<file path="src/rtl/console_arbiter.sv">
// Shares one simulation console among several bus masters. Text is buffered per requester and
// whole lines are forwarded without interleaving; a halt request is forwarded after all text drains.
module console_arbiter #(
  parameter int          NumReq      = 2,
  parameter int          FifoDepth   = 4,
  parameter int          LockTimeout = 64,
  parameter logic [7:0]  CharAddr    = 8'h04,
  parameter logic [7:0]  CtrlAddr    = 8'h08
) (
  input  logic                        clk_i,
  input  logic                        rst_ni,
  input  logic [NumReq-1:0]           req_i,
  input  logic [NumReq-1:0]           we_i,
  input  logic [NumReq*32-1:0]        addr_i,
  input  logic [NumReq*32-1:0]        wdata_i,
  output logic [NumReq-1:0]           gnt_o,
  output logic                        req_o,
  output logic                        we_o,
  output logic [31:0]                 addr_o,
  output logic [31:0]                 wdata_o,
  output logic [$clog2(NumReq)-1:0]   owner_o,
  output logic                        busy_o
);

  localparam int IW = $clog2(NumReq);
  localparam int AW = $clog2(FifoDepth);
  localparam int TW = $clog2(LockTimeout);

  typedef enum logic [1:0] {IDLE, LOCKED, FLUSH, DONE} state_t;

  state_t               state;
  logic                 halt_pend;
  logic [IW-1:0]        rr;
  logic [IW-1:0]        owner;
  logic [TW-1:0]        timer;

  logic [NumReq-1:0]        char_wr;
  logic [NumReq-1:0]        ctrl_set;
  logic [NumReq-1:0]        push;
  logic [NumReq-1:0]        pop;
  logic [NumReq-1:0]        empty;
  logic [NumReq-1:0]        full;
  logic [NumReq-1:0][7:0]   head;
  logic [NumReq-1:0]        unused_hi;
  logic                     done;
  logic                     found;
  logic [IW-1:0]            winner;
  logic [IW:0]              scan;

  assign done = (state == DONE);

  genvar gi;
  generate
    for (gi = 0; gi < NumReq; gi++) begin : g_req
      logic [7:0]  mem [FifoDepth];
      logic [AW:0] wr_ptr;
      logic [AW:0] rd_ptr;

      assign char_wr[gi]  = req_i[gi] & we_i[gi] & (addr_i[32*gi +: 8] == CharAddr);
      assign ctrl_set[gi] = req_i[gi] & we_i[gi] & (addr_i[32*gi +: 8] == CtrlAddr) & wdata_i[32*gi];
      // Grant uses the current full flag, so a same-edge pop never makes room for a push.
      assign gnt_o[gi]    = req_i[gi] & ~(char_wr[gi] & full[gi] & ~done);
      assign push[gi]     = char_wr[gi] & ~full[gi] & ~done;
      assign unused_hi[gi] = ^{addr_i[32*gi+8 +: 24], wdata_i[32*gi+8 +: 24]};

      always_ff @(posedge clk_i) begin
        if (push[gi]) mem[wr_ptr[AW-1:0]] <= wdata_i[32*gi +: 8];
      end

      always_ff @(posedge clk_i or negedge rst_ni) begin
        if (!rst_ni) begin
          wr_ptr <= '0;
          rd_ptr <= '0;
        end else begin
          if (push[gi]) wr_ptr <= wr_ptr + 1'b1;
          if (pop[gi])  rd_ptr <= rd_ptr + 1'b1;
        end
      end

      assign empty[gi] = (wr_ptr == rd_ptr);
      assign full[gi]  = (wr_ptr[AW] != rd_ptr[AW]) && (wr_ptr[AW-1:0] == rd_ptr[AW-1:0]);
      assign head[gi]  = mem[rd_ptr[AW-1:0]];
    end
  endgenerate

  function automatic logic [IW-1:0] rr_after(input logic [IW-1:0] k);
    return (k == IW'(NumReq - 1)) ? '0 : k + 1'b1;
  endfunction

  // First non-empty FIFO at or after the round-robin pointer.
  always_comb begin
    found  = 1'b0;
    winner = rr;
    scan   = '0;
    for (int i = 0; i < NumReq; i++) begin
      scan = {1'b0, rr} + (IW+1)'(i);
      if (scan >= (IW+1)'(NumReq)) scan = scan - (IW+1)'(NumReq);
      if (!found && !empty[scan[IW-1:0]]) begin
        found  = 1'b1;
        winner = scan[IW-1:0];
      end
    end
  end

  always_comb begin
    pop = '0;
    case (state)
      IDLE:    if (!halt_pend && found) pop[winner] = 1'b1;
      LOCKED:  if (!empty[owner]) pop[owner] = 1'b1;
      FLUSH:   if (found) pop[winner] = 1'b1;
      default: pop = '0;
    endcase
  end

  always_ff @(posedge clk_i or negedge rst_ni) begin
    if (!rst_ni) begin
      state     <= IDLE;
      halt_pend <= 1'b0;
      rr        <= '0;
      owner     <= '0;
      timer     <= '0;
      req_o     <= 1'b0;
      addr_o    <= '0;
      wdata_o   <= '0;
    end else begin
      req_o   <= 1'b0;
      addr_o  <= '0;
      wdata_o <= '0;
      if (|ctrl_set && !done) halt_pend <= 1'b1;
      case (state)
        IDLE: begin
          if (halt_pend) begin
            state <= FLUSH;
          end else if (found) begin
            req_o   <= 1'b1;
            addr_o  <= {24'h0, CharAddr};
            wdata_o <= {24'h0, head[winner]};
            if (head[winner] == 8'h0A) begin
              rr <= rr_after(winner);
            end else begin
              state <= LOCKED;
              owner <= winner;
              timer <= '0;
            end
          end
        end
        LOCKED: begin
          if (!empty[owner]) begin
            req_o   <= 1'b1;
            addr_o  <= {24'h0, CharAddr};
            wdata_o <= {24'h0, head[owner]};
            timer   <= '0;
            if (head[owner] == 8'h0A) begin
              state <= IDLE;
              rr    <= rr_after(owner);
            end
          end else if (halt_pend) begin
            state <= FLUSH;
          end else if (timer == TW'(LockTimeout - 1)) begin
            state <= IDLE;
            rr    <= rr_after(owner);
          end else begin
            timer <= timer + 1'b1;
          end
        end
        FLUSH: begin
          req_o <= 1'b1;
          if (found) begin
            addr_o  <= {24'h0, CharAddr};
            wdata_o <= {24'h0, head[winner]};
            rr      <= rr_after(winner);
          end else begin
            addr_o    <= {24'h0, CtrlAddr};
            wdata_o   <= 32'h1;
            halt_pend <= 1'b0;
            state     <= DONE;
          end
        end
        DONE: begin
          halt_pend <= 1'b0;
        end
        default: state <= IDLE;
      endcase
    end
  end

  assign we_o    = req_o;
  assign owner_o = owner;
  // The terminal halted state counts as quiet: nothing can be buffered or emitted there.
  assign busy_o  = (|(~empty)) | (state == LOCKED) | (state == FLUSH);

endmodule

</file>
<file path="config.mk">
export PLATFORM = sky130hd
export DESIGN_NAME = console_arbiter
export DESIGN_NICKNAME = d
export VERILOG_FILES = /design/src/rtl/console_arbiter.sv
export SDC_FILE = /design/constraint.sdc
export NUM_CORES = 1
export LEC_CHECK = 0
export ABC_AREA = 1
export CAP_MARGIN = 20
export CORE_ASPECT_RATIO = 0.7
export CORE_UTILIZATION = 49
export DETAILED_ROUTE_END_ITERATION = 12
export PLACE_DENSITY = 0.92
export SYNTH_ARGS = -nofsm -noshare
export SYNTH_HDL_FRONTEND = slang
export SYNTH_SLANG_ARGS = --single-unit
</file>
<file path="constraint.sdc">
create_clock -name clk_i -period 5.9 [get_ports clk_i]
set_clock_uncertainty 0.2 [all_clocks]
set_input_delay 1.77 -clock clk_i [delete_from_list [all_inputs] [get_ports clk_i]]
set_output_delay 1.77 -clock clk_i [all_outputs]
set_load 0.02 [all_outputs]
</file>
# ---- After elaboration in Yosys (flattened, before gate mapping)
# Memory sizes are Yosys's and may differ from the RTL's.
# Index checks and enable logic that the tools add are counted.
# W data, S select, Z words.
dict set report classes {
  eq_ne 29
  n_div 0
  order_cmp 8
  n_mul 0
  n_addsub 10
  mux 72
  shift 0
  n_reduce_logical 19
  n_bitwise 28
}
# operator count
set ops {}
lappend ops {{$mux W8} 8}
lappend ops {{$mux W6} 6}
lappend ops {{$mux W1} 33}
lappend ops {{$eq A8 B4 Y1 const B} 4}
lappend ops {{$pmux W8 S3} 1}
lappend ops {{$mux W2} 11}
lappend ops {{$and A1 B1 Y1} 18}
lappend ops {{$ne A3 B3 Y1 const B} 6}
lappend ops {{$eq A8 B3 Y1 const B} 2}
lappend ops {{$add A3 B1 Y3 const B} 4}
lappend ops {{$ne A2 B2 Y1 const B} 6}
lappend ops {{$pmux W2 S3} 2}
lappend ops {{$pmux W4 S3} 1}
lappend ops {{$pmux W6 S2} 1}
lappend ops {{$reduce_and A6 Y1} 2}
lappend ops {{$mux W3} 3}
lappend ops {{$lt A1 B2 Y1 const B} 4}
lappend ops {{$reduce_and A8 Y1} 1}
lappend ops {{$logic_and A1 B1 Y1} 7}
lappend ops {{$not A1 Y1} 7}
lappend ops {{$add A6 B1 Y6 const B} 1}
lappend ops {{$eq A3 B3 Y1} 2}
lappend ops {{$eq A6 B6 Y1 const B} 1}
lappend ops {{$pmux W1 S3} 2}
lappend ops {{22 further kinds} 33}
dict set report word_totals {
  latchBits 0
  memories 2
  reg_bits 88
  output_inout_bits 70
  inputBits 134
  ram_bits 64
  rom_bits 0
  wordCells 180
}
# memory depth word_bits rd rd_clocked_by_memory_dff write_ports line
set memory_table {}
lappend memory_table {{g_req[0].mem} 4 8 1 0 1 55} ;# logic [7:0] mem [FifoDepth];
lappend memory_table {{g_req[1].mem} 4 8 1 0 1 55}

# ---- Depth between registers and ports, before layout
dict set report logic_depth {
  depth_word 15
  depth_mapped 17
  depth_no_buf 16
}

# ---- Least setup slack after synthesis
# Ideal clock, no wire load.
dict set report synth_timing {
  path_type {input -> output}
  start {input port addr_i[5]}
  end {output port gnt_o[0]}
  setup_slack_ps 1343
  t_arrival_ps 2587
  path_buffers 0
  cell_stages 4
  required_ps 3930
  cell_sequence {nor4_1 -> nand2_1 -> nor4_1 -> a21boi_0}
}
dict set report synth_via {
  elab_chain_cells 6
}
# item line
set synth_lines {}
lappend synth_lines {{start, declared} 14} ;# input logic [NumReq*32-1:0] addr_i,
lappend synth_lines {{$eq A8 B3 Y1} 59} ;# assign char_wr[gi] = req_i[gi] & we_i[gi] & (addr_i[32*gi +: 8] == CharAddr);
lappend synth_lines {{$and A1 B1 Y1} 59}
lappend synth_lines {{$and A1 B1 Y1 (2 in a row)} 62} ;# assign gnt_o[gi] = req_i[gi] & ~(char_wr[gi] & full[gi] & ~done);
lappend synth_lines {{$not A1 Y1} 62}
lappend synth_lines {{$and A1 B1 Y1} 62}
lappend synth_lines {{end, declared} 16} ;# output logic [NumReq-1:0] gnt_o,
# Every way passes these cells.

# ---- Worst setup path in the final report
dict set report layout_timing {
  start {input port req_i[0]}
  end {output port gnt_o[0]}
}
dict set report layout_via {
  elab_chain_cells 6
}
# item line
set layout_lines {}
lappend layout_lines {{start, declared} 12} ;# input logic [NumReq-1:0] req_i,
lappend layout_lines {{$and A1 B1 Y1 (2 in a row)} 59}
lappend layout_lines {{$and A1 B1 Y1 (2 in a row)} 62}
lappend layout_lines {{$not A1 Y1} 62}
lappend layout_lines {{$and A1 B1 Y1 *} 62}
# Mark *: on every way between the ends. The rest lies on a longest branch, timed or not.

==> key figures <==
Route
  – Vias per cell: 5.07
  – Via count: 4024
  – Initial DRT Pass Iterations: 8
  – Wire per inst: 14.8 um
  – Initial DRC count: 310
  – Routed WL: 11700 um
  – Routed Antenna Nets: 0
  – Post-route DRC: 0

Setup path
  – Start of the worst register-to-register path: g_req[0].rd_ptr[0]
  – WS Path Type: primary input to output pin
  – Worst setup EP type: output pin
  – Worst Reg2Reg Path Length in Cells: 14
  – Largest fanout on the critical path: 2
  – CP Cell Sequence: clkdlybuf4s50_1, nand2_1, nor3_1, nand2_1, nor4_1, buf_4, a21boi_0, clkdlybuf4s50_1
  – FF-to-FF End: timer[0]
  – Data arrival, critical path: 3.67 ns
  – Startpoint Class: primary input
  – CP max stage cell: clkdlybuf4s50_1
  – Crit-path leading delay family: buffers and inverters
  – Critical Path RT: 3.93 ns
  – Largest stage delay on the critical path: 0.54 ns
  – CP bufs+invs: 3
  – Setup slack, reg-to-reg: 3.00 ns

Logic synthesis
  – Post-Syn Area per Cell: 9.36 um2
  – Post-Syn Area: 5510 um2
  – Synth Instances: 589
  – Yosys warns: 0
  – Seq cells post-synth: 98
  – Post-synthesis sequential area ratio: 0.503
  – Cell variety after synth: 43

Global route
  – GRT overflow: 0
  – Largest net degree at the start of global routing: 35
  – Vias in the first global route: 3857
  – Initial antenna violation count: 0
  – First-pass GRT wire length: 19000 um
  – GRT Resource Usage Total: 0.214

Layout
  – Layout cells sized above 1: 0.102
  – Antenna cell count: 0
  – Area grow syn2layout: 13.1%
  – Fillers: 897
  – Final net count: 790
  – Final cell count without fillers: 793

Hold path
  – Hold Path Cell Cnt: 2
  – Hold path start: timer[3]
  – Min-Delay Path Class: flip-flop to flip-flop
  – Min-Delay Endpoint: timer[3]

Clock network
  – Cts bufs inserted: 9
  – Worst-path clk slew: 0.07 ns
  – TritonCTS clock tree: built
  – Total number of H-tree levels: 3
  – CTS max path bufs: 2
  – Cts hold-fix bufs: 0
  – Clock insertion delay at the later pin of the skew report: 0.35 ns
  – Post-CTS Setup Bufs: 0
  – # clock sinks: 98
  – Clock root buffer: clkbuf_16
  – Cts repair resizes: 0

Die
  – Die ar.: 11700 um2
  – Die X: 129 um
  – Starting Density: 0.519
  – Die height: 90.8 um
  – I/O pins: 204
  – Row cnt: 31
  – Core ar.: 10600 um2

Pwr
  – Pwr Density: 477 nW/um2
  – Peak VDD IR: 0.253 mV
  – Static leakage: 2.69 nW

STA
  – Final period util: 0.957
  – RSZ-0062 raised after global routing: false
  – Slew HR: 0.374
  – Fin. Hold Viols: 0
  – Setup Viol. Count Final: 0
  – Total negative setup slack: 0 ns
  – Period minus WS final: 5.64 ns
  – Final Max Tran Viols: 0
  – Worst Tran Pin Value: 0.936 ns
  – Hold_ws: 0.304 ns
  – Fmax: 177 MHz

Placed design
  – Routability Congestion: 0.894
  – Inst Count DP: 777
  – HPWL after DPL: 8640 um
  – IO Port Bufs: 53

Status
  – Status: completed

Flow run
  – Max-cap viol count: 0
-- cells in the mapped netlist, drive strengths merged --
| cell type | n | area [um2] |
|---|---|---|
| inv | 51 | 206 |
| edfxtp | 64 | 1920 |
| dfrtp | 34 | 851 |
| nand3 | 74 | 418 |
| nand4 | 5 | 46.3 |
| o21bai | 1 | 7.51 |
| clkinv | 1 | 3.75 |
| conb | 1 | 3.75 |
| ha | 16 | 200 |
| a21oi | 10 | 53.8 |
| nand3b | 1 | 7.51 |
| o21ai | 23 | 130 |
| nor2 | 32 | 148 |
| or2 | 1 | 6.26 |
| nor3 | 2 | 10.0 |
| xor2 | 9 | 78.8 |
| buf | 66 | 518 |
| a31oi | 3 | 18.8 |
| a21boi | 2 | 15.0 |
| nand2 | 181 | 767 |
| nor3b | 2 | 15.0 |
| nor4 | 3 | 18.8 |
| xnor2 | 3 | 41.3 |
| o32ai | 1 | 8.76 |
| mux2 | 1 | 11.3 |
| clkbuf | 2 | 7.51 |
-- cell usage in the layout (no fill, tap or decap), types with 4 or more instances in the layout --
| master | Yosys | routed |
|---|---|---|
| nand3_2 | 7 | 7 |
| inv_6 | 3 | 4 |
| nand4_1 | 4 | 4 |
| o21ai_1 | 8 | 8 |
| nand2_2 | 11 | 11 |
| nand2_4 | 8 | 8 |
| nand2_1 | 162 | 162 |
| inv_1 | 44 | 44 |
| a21oi_1 | 9 | 9 |
| o21ai_2 | 4 | 4 |
| nor2_1 | 27 | 27 |
| ha_1 | 16 | 16 |
| xor2_1 | 9 | 9 |
| nand3_1 | 66 | 66 |
| edfxtp_1 | 64 | 64 |
| o21ai_0 | 11 | 11 |
| inv_2 | 4 | 4 |
| conb_1 | 1 | 54 |
| clkdlybuf4s50_1 | 0 | 53 |
| clkbuf_16 | 0 | 9 |
| dfrtp_1 | 34 | 34 |
-- power breakdown --
group	switching [mW]	internal [mW]	total (mW)	leakage, nW
sequential	0.130	0.815	0.945	1.01
clock	0.254	0.372	0.626	0.149
combinational	0.933	0.471	1.40	1.54
-- worst max path at each step --
stage | start | end | depth (start not counted)
finish | req_i[0] | gnt_o[0] | 8
global route | req_i[0] | gnt_o[0] | 8
CTS | req_i[0] | gnt_o[0] | 8
detailed placement | req_i[0] | gnt_o[0] | 8
global placement | req_i[0] | gnt_o[0] | 8
floorplan | addr_i[5] | gnt_o[0] | 4
-- sequential cells by signal, indices dropped and copies added (netlist names), 2 cells and up --
register / flops
g_req.mem: 64
wdata_o: 8
g_req.rd_ptr: 6
g_req.wr_ptr: 6
timer: 6
addr_o: 2
state: 2
-- routing by layer --
layer	share of wire	GRT usage
met5	0	0
met2	0.49	0.335
met1	0.42	0.285
met3	0.080	0.0575
met4	0.017	0.0716
-- worst reg2reg max path: stages (launching register included) --
cell	delay [ns]
dfrtp_1	0.85
inv_6	0.18
nand2_4	0.12
nand2_4	0.07
nand3_4	0.10
nand2_4	0.13
nand2_1	0.23
nand3_1	0.14
nand2_1	0.09
nand2_1	0.09
nor2_4	0.15
nand3_2	0.11
nand2_4	0.18
nand2_1	0.09
o21ai_1	0.09
-- area by class of cell --
type                            instances  area (um2)  area share
Clock buffer                           10         229      0.0367
Clock inverter                          6        88.8      0.0142
Inverter                               52         210      0.0337
Multi-Input combinational cell        424        2200       0.354
Sequential cell                        98        2770       0.445
Tap cell                              148         185      0.0297
Timing Repair Buffer                   55         546      0.0875
-- logic make-up after synthesis --
group           after synthesis  share of synthesized area
other cells                   1                   0.000680
compound gates               40                     0.0424
mux                           1                    0.00204
flops                        98                      0.503
simple gates                301                      0.260
xor+xnor                     12                     0.0218
fa+ha+maj                    16                     0.0363
buf+inv                     120                      0.133
-- metrics by stage --
| step | total power [mW] | cell area (um2) | setup slack, ns | utilization |
|---|---|---|---|---|
| after global routing | 3.18 | 6240 | 0.0720 | 0.587 |
| after detailed placement | 2.33 | 5920 | 0.263 | 0.557 |
| after global placement | 2.27 | 5920 | 0.304 | 0.557 |
| after floorplan | 2.02 | 5710 | 1.34 | - |
| after CTS | 2.96 | 6240 | 0.244 | 0.587 |
| final | 2.98 | 6240 | 0.255 | 0.587 |
(Power assumes the default switching activity.)
